==> src/rtl/cache_pkg.sv <==
// Shared parameters, FSM state type and address-field helpers for the
// direct-mapped, read-only instruction/data cache controller.
package cache_pkg;

    localparam int INDEX_W     = 6;
    localparam int TAG_W       = 32 - INDEX_W - 4;
    localparam int CACHE_LINES = 1 << INDEX_W;

    typedef enum logic [1:0] {
        ST_IDLE,
        ST_LOOKUP,
        ST_REFILL,
        ST_RESP
    } state_e;

    function automatic logic [TAG_W-1:0] addr_tag(input logic [31:2] addr);
        return addr[31:INDEX_W+4];
    endfunction

    function automatic logic [INDEX_W-1:0] addr_index(input logic [31:2] addr);
        return addr[INDEX_W+3:4];
    endfunction

    function automatic logic [1:0] addr_word(input logic [31:2] addr);
        return addr[3:2];
    endfunction

endpackage

==> src/rtl/cache_ctrl_refill_seq.sv <==
// Refill beat counter plus capture of the requested word while the line
// streams in from memory.
module refill_seq
    import cache_pkg::*;
(
    input  logic        clk_i,
    input  logic        rst_i,
    input  logic        start_i,
    input  logic        beat_en_i,
    input  logic [1:0]  word_i,
    input  logic [31:0] mem_rdata_i,
    output logic [1:0]  beat_o,
    output logic        last_o,
    output logic [31:0] rdata_o
);

    logic [1:0]  beat_q, beat_d;
    logic [31:0] rdata_q, rdata_d;

    // NOTE: every variable gets its hold value first so no path leaves it unassigned (no latch).
    always_comb begin
        beat_d  = beat_q;
        rdata_d = rdata_q;
        if (start_i) begin
            beat_d = '0;
        end else if (beat_en_i) begin
            beat_d = beat_q + 2'd1;
            if (beat_q == word_i) begin
                rdata_d = mem_rdata_i;
            end
        end
    end

    // NOTE: sequential state uses <= so all flops update from pre-edge values.
    always_ff @(posedge clk_i or posedge rst_i) begin
        if (rst_i) begin
            beat_q  <= '0;
            rdata_q <= '0;
        end else begin
            beat_q  <= beat_d;
            rdata_q <= rdata_d;
        end
    end

    assign beat_o  = beat_q;
    assign last_o  = beat_en_i && (beat_q == 2'd3);
    assign rdata_o = rdata_q;

endmodule

==> src/rtl/cache_ctrl.sv <==
// Direct-mapped read-only cache controller: 4-word lines, external tag/data
// RAMs (registered read on posedge, write on negedge), valid bits in flops.
module cache_ctrl
    import cache_pkg::*;
(
    input  logic                   Clk,
    input  logic                   Rst,
    input  logic                   CpuReq,
    input  logic [31:0]            CpuAddr,
    input  logic                   Invalidate,
    output logic                   CpuReady,
    output logic [31:0]            CpuRData,
    output logic                   MemReq,
    output logic [31:0]            MemAddr,
    input  logic                   MemReady,
    input  logic [31:0]            MemRData,
    output logic [INDEX_W-1:0]     TagAddr,
    output logic [TAG_W-1:0]       TagIn,
    output logic                   TagWrite,
    input  logic [TAG_W-1:0]       TagOut,
    output logic [INDEX_W+1:0]     DataAddr,
    output logic [31:0]            DataIn,
    output logic                   DataWrite,
    input  logic [31:0]            DataOut
);

    state_e                  state_q, state_d;
    logic [31:2]             req_addr_q, req_addr_d;
    logic [CACHE_LINES-1:0]  valid_q, valid_d;

    logic [TAG_W-1:0]        req_tag;
    logic [INDEX_W-1:0]      req_index;
    logic [1:0]              req_word;
    logic                    hit;
    logic                    refill_start;
    logic                    beat_en;
    logic [1:0]              beat;
    logic                    last_beat;
    logic [31:0]             resp_data;

    assign req_tag      = addr_tag(req_addr_q);
    assign req_index    = addr_index(req_addr_q);
    assign req_word     = addr_word(req_addr_q);
    assign hit          = valid_q[req_index] && (TagOut == req_tag);
    assign refill_start = (state_q == ST_LOOKUP) && !hit;
    assign beat_en      = (state_q == ST_REFILL) && MemReady;

    refill_seq u_refill_seq (
        .clk_i       (Clk),
        .rst_i       (Rst),
        .start_i     (refill_start),
        .beat_en_i   (beat_en),
        .word_i      (req_word),
        .mem_rdata_i (MemRData),
        .beat_o      (beat),
        .last_o      (last_beat),
        .rdata_o     (resp_data)
    );

    always_ff @(posedge Clk or posedge Rst) begin
        if (Rst) begin
            state_q <= ST_IDLE;
        end else begin
            state_q <= state_d;
        end
    end

    // NOTE: valid bits are plain flops, not RAM, so they can and must be cleared by reset.
    always_ff @(posedge Clk or posedge Rst) begin
        if (Rst) begin
            req_addr_q <= '0;
            valid_q    <= '0;
        end else begin
            req_addr_q <= req_addr_d;
            valid_q    <= valid_d;
        end
    end

    always_comb begin
        state_d    = state_q;
        req_addr_d = req_addr_q;
        valid_d    = valid_q;
        TagAddr    = addr_index(CpuAddr[31:2]);
        TagIn      = req_tag;
        TagWrite   = 1'b0;
        DataAddr   = {addr_index(CpuAddr[31:2]), addr_word(CpuAddr[31:2])};
        DataIn     = MemRData;
        DataWrite  = 1'b0;
        CpuReady   = 1'b0;
        CpuRData   = '0;
        MemReq     = 1'b0;
        MemAddr    = '0;

        unique case (state_q)
            ST_IDLE: begin
                // Invalidate wins; a held CpuReq is simply accepted a cycle later.
                if (Invalidate) begin
                    valid_d = '0;
                end else if (CpuReq) begin
                    req_addr_d = CpuAddr[31:2];
                    state_d    = ST_LOOKUP;
                end
            end
            ST_LOOKUP: begin
                TagAddr  = req_index;
                DataAddr = {req_index, req_word};
                if (hit) begin
                    CpuReady = 1'b1;
                    CpuRData = DataOut;
                    state_d  = ST_IDLE;
                end else begin
                    state_d  = ST_REFILL;
                end
            end
            ST_REFILL: begin
                MemReq   = 1'b1;
                MemAddr  = {req_tag, req_index, beat, 2'b00};
                TagAddr  = req_index;
                DataAddr = {req_index, beat};
                if (MemReady) begin
                    DataWrite = 1'b1;
                    if (last_beat) begin
                        TagWrite           = 1'b1;
                        valid_d[req_index] = 1'b1;
                        state_d            = ST_RESP;
                    end
                end
            end
            ST_RESP: begin
                TagAddr  = req_index;
                CpuReady = 1'b1;
                CpuRData = resp_data;
                state_d  = ST_IDLE;
            end
            default: state_d = ST_IDLE;
        endcase
    end

endmodule

==> config.mk <==
export PLATFORM = sky130hd
export DESIGN_NAME = cache_ctrl
export DESIGN_NICKNAME = d
export VERILOG_FILES = /design/src/rtl/cache_pkg.sv /design/src/rtl/cache_ctrl_refill_seq.sv /design/src/rtl/cache_ctrl.sv
export SDC_FILE = /design/constraint.sdc
export NUM_CORES = 1
export LEC_CHECK = 0
export ABC_AREA = 1
export BUFFER_PORTS_ARGS = -buffer_cell sky130_fd_sc_hd__buf_2
export CORE_UTILIZATION = 51
export CTS_CLUSTER_DIAMETER = 200
export CTS_CLUSTER_SIZE = 20
export DETAILED_ROUTE_END_ITERATION = 12
export PLACE_DENSITY = 0.86
export SLEW_MARGIN = 5
export SYNTH_ARGS = -nofsm -noshare
export SYNTH_HDL_FRONTEND = slang
export SYNTH_SLANG_ARGS = --single-unit
==> constraint.sdc <==
create_clock -name Clk -period 4.3 [get_ports Clk]
set_input_delay 0.215 -clock Clk [delete_from_list [all_inputs] [get_ports Clk]]
set_output_delay 0.215 -clock Clk [all_outputs]
set_load 0.02 [all_outputs]
==> metrics.txt <==
Yosys reg bits between 100 and 150; sequential fraction of the synthesis area between 40 and 50%; # Post-CTS Setup Buffers 0; Worst EP required 4.09 ns; ratio of cells with drive above 1 in the final layout between 20% and 30%; top post-synthesis cells by area dfrtp_1 43%, nand2_1 19%, buf_4 6.6%; worst hold stages 2; worst ir drop on vdd 0.0005743 V; Worst-Skew Late Latency roughly 0.44 ns; I/O pin count between 200 and 300; Buf/Inv on CP 3; Final setup viols 0; post-layout util 62.53%; GPL Wtd Cong slightly below 0.9; largest net degree at the start of global routing between 50 and 60; Int Pwr ~3.4 mW; initial DRC count about 700; Die X around 120 um; Worst Slack Setup Final just over 0.8 ns; CTS tree yes; CP Capture Type output pin; Via density 5.229; Core Area 0.01448 sq mm; hold buffer count at CTS 1; kind of cell adding the most delay to the critical path simple AND/OR/NAND/NOR gates; Mapped Cells ~1,000; Primary FF master, synth dfrtp_1; Clock Tree Root clkbuf_16; Congestion Overflow GR 0; Net Sw Frac a little under half; 1st-pass router iterations 5; clk buf depth 2; site row count 44; vias in the first global route approximately 6,400; post-synth top area cell dfrtp_1; Slew HR a little under a quarter; total power after layout between 6 and 7 mW; outcome complete, no violations; worst hold path startpoint CpuAddr[11]; final setup skew 0.01256 ns; synthesized cell area around 0.0075 sq mm; combinational share of power 44.4%; Pins Over Slew Limit 0; global-route wire length before repair ~30,000 um; EDFF count, synth 0; Worst Hold Slack ~0.009 ns; Die H 123.5 um; Clock Power Share 24.0%; drt total wl approximately 20,000 um; CP Class flop to output pin; reg2reg setup slack approximately 1.1 ns; fin crit period ~3.5 ns; Syn-to-layout area delta 20.24%; Reg2Reg Depth 13; reg2reg end u_refill_seq.rdata_o[1]; via count a little over 7,000; Slew @ Worst Pin about 1.1 ns; initial antenna violation count 0; Mean Syn Cell Area roughly 7.4 sq um; post-synth top area share 43.20%; average routed wire per standard cell roughly 14 um; Synth cell types 33; Setup TNS 0 ns; Post-route DRC 0; HPWL Detailed around 14,000 um; max frequency ~290 MHz; final hold violation count 0; crit path DAT approximately 3.3 ns; antenna viol nets, final 0; number of buffers created by CTS 17; NetSw 2.763 mW; Worst path most repeated cell nand2_1; CP peak stage delay 0.63 ns; Max-cap violations 0; asr flop ratio synth 100.0%; DIE AREA roughly 0.015 sq mm; RR Startpoint req_addr_q[5]; hold crit path type input port to flop; post-placement worst setup slack about 1.3 ns; Port Buffer Count 254; gr usage total between 20 and 30%; clk slew on worst S/H paths ~0.060 ns; number of diodes 0; Slowest-stage cell, CP dfrtp_1; crit path cell chain inv_1 -> nor2_1 -> o211ai_1 -> nand2_1 -> o21ai_1 -> nand2_1 -> nor2_1 -> nand2_1 -> nand2_2 -> nor2_2 -> buf_4 -> nand2_1 -> nand2_1 -> buf_2; Worst Path Max Fanout 33; power per cell area roughly 680 mW/mm^2; initial core utilization between 50 and 60%; CTS HTree Levels 4; startpoint types flop; Leak 5.240 nW; Ys Warns 0; post-CTS sizing 0; unrepaired setup endpoints after global routing no; nets 1,323; WHS Endpoint req_addr_q[11]; clock sink total between 100 and 150; Reg power frac 31.6%; fin crit share slightly above 80%
==> sequential cells by signal (all words and copies together), names as in the netlist, named ones only <==
| register | count |
|---|---|
| state_q | 1 |
| u_refill_seq.beat_o | 2 |
| u_refill_seq.rdata_o | 32 |
| valid_q | 64 |
| req_addr_q | 30 |
==> metal layers <==
layer  global-route usage (%)  share of wire, %  vias to the layer above
met2                    41.79                49                      332
met4                    11.90               2.4                        0
met1                    33.76                41                     3406
met3                    5.258               6.8                       46
met5                        0                 0                        -
li1                         -                 -                     3490
==> layout by cell type, fill, tap and decap left out, drive strengths merged <==
cell type and count:
ha 6, xor2 2, clkinvlp 1, dlygate4sd3 1
a21oi 76, nand2 386, xnor2 7, dfrtp 130
o211ai 5, a211oi 1, or2 10, nor3 18
bufinv 2, a31oi 1, nor2 57, nand4 34
o21ai 28, conb 2, inv 102, clkinv 7
o22ai 7, mux2 15, buf 263, nand3 23
clkbuf 23
==> power by group through the flow <==
stage                     clock network [mW]  registers, mW  logic (mW)
after global placement                     0           1.92        2.62
after CTS                               1.48           1.93        2.71
after detailed placement                   0           1.94        2.68
after floorplan                            0           1.81        2.21
after global routing                    1.54           1.98        3.01
final                                   1.47           1.94        2.72
==> cells in the mapped netlist, types with 2 or more instances <==
master,instances
o211ai_1,5
nor2_2,2
a21oi_1,76
dfrtp_1,130
xor2_1,2
o21ai_0,20
o21ai_1,8
inv_2,7
mux2_2,15
inv_1,95
buf_2,16
buf_6,3
nand4_1,34
nor3_1,2
nor3_4,2
xnor2_1,7
or2_2,10
o22ai_1,7
clkbuf_1,17
nand3_1,22
nor2_1,55
buf_4,66
ha_1,6
nor3_2,14
buf_1,3
nand2_1,384
==> worst max path at each step <==
stage / start / endpoint / slack (ns) / cells after the start
floorplan: Rst / asynchronous set/reset pin / 0.62 / 1
global placement: req_addr_q[5] / u_refill_seq.rdata_o[2] / 1.31 / 13
detailed placement: req_addr_q[5] / u_refill_seq.rdata_o[0] / 1.31 / 13
CTS: req_addr_q[5] / CpuRData[20] / 0.89 / 14
global route: req_addr_q[5] / CpuRData[20] / 0.46 / 14
finish: req_addr_q[5] / CpuRData[20] / 0.82 / 14
==> stage by stage <==
step	instance area, sq um	std cells
after floorplan	7533	1016
after global placement	8434	1358
after detailed placement	8434	1358
after CTS	9054	1391
after global routing	9054	1391
final	9054	1391
==> cell type report <==
class | instances | area [sq um]
Clock buffer | 23 | 508.0
Clock inverter | 9 | 101.3
Fill cell | 1220 | 5425
Inverter | 103 | 389.1
Multi-Input combinational cell | 678 | 3223
Sequential cell | 130 | 3253
Tap cell | 184 | 230.2
Timing Repair Buffer | 264 | 1349
==> cell families after synthesis <==
logic type,count (synthesis),share of synthesized area (%)
adders and majority gates,6,0.9970
xor gates and xnor gates,9,1.047
buffers and inverters,208,14.22
and+or+nand+nor,528,30.06
AOI/OAI and AO/OA,118,8.176
muxes,15,2.243
DFF,130,43.20
other,1,0.04980
Power figures use the tool's default switching activity.
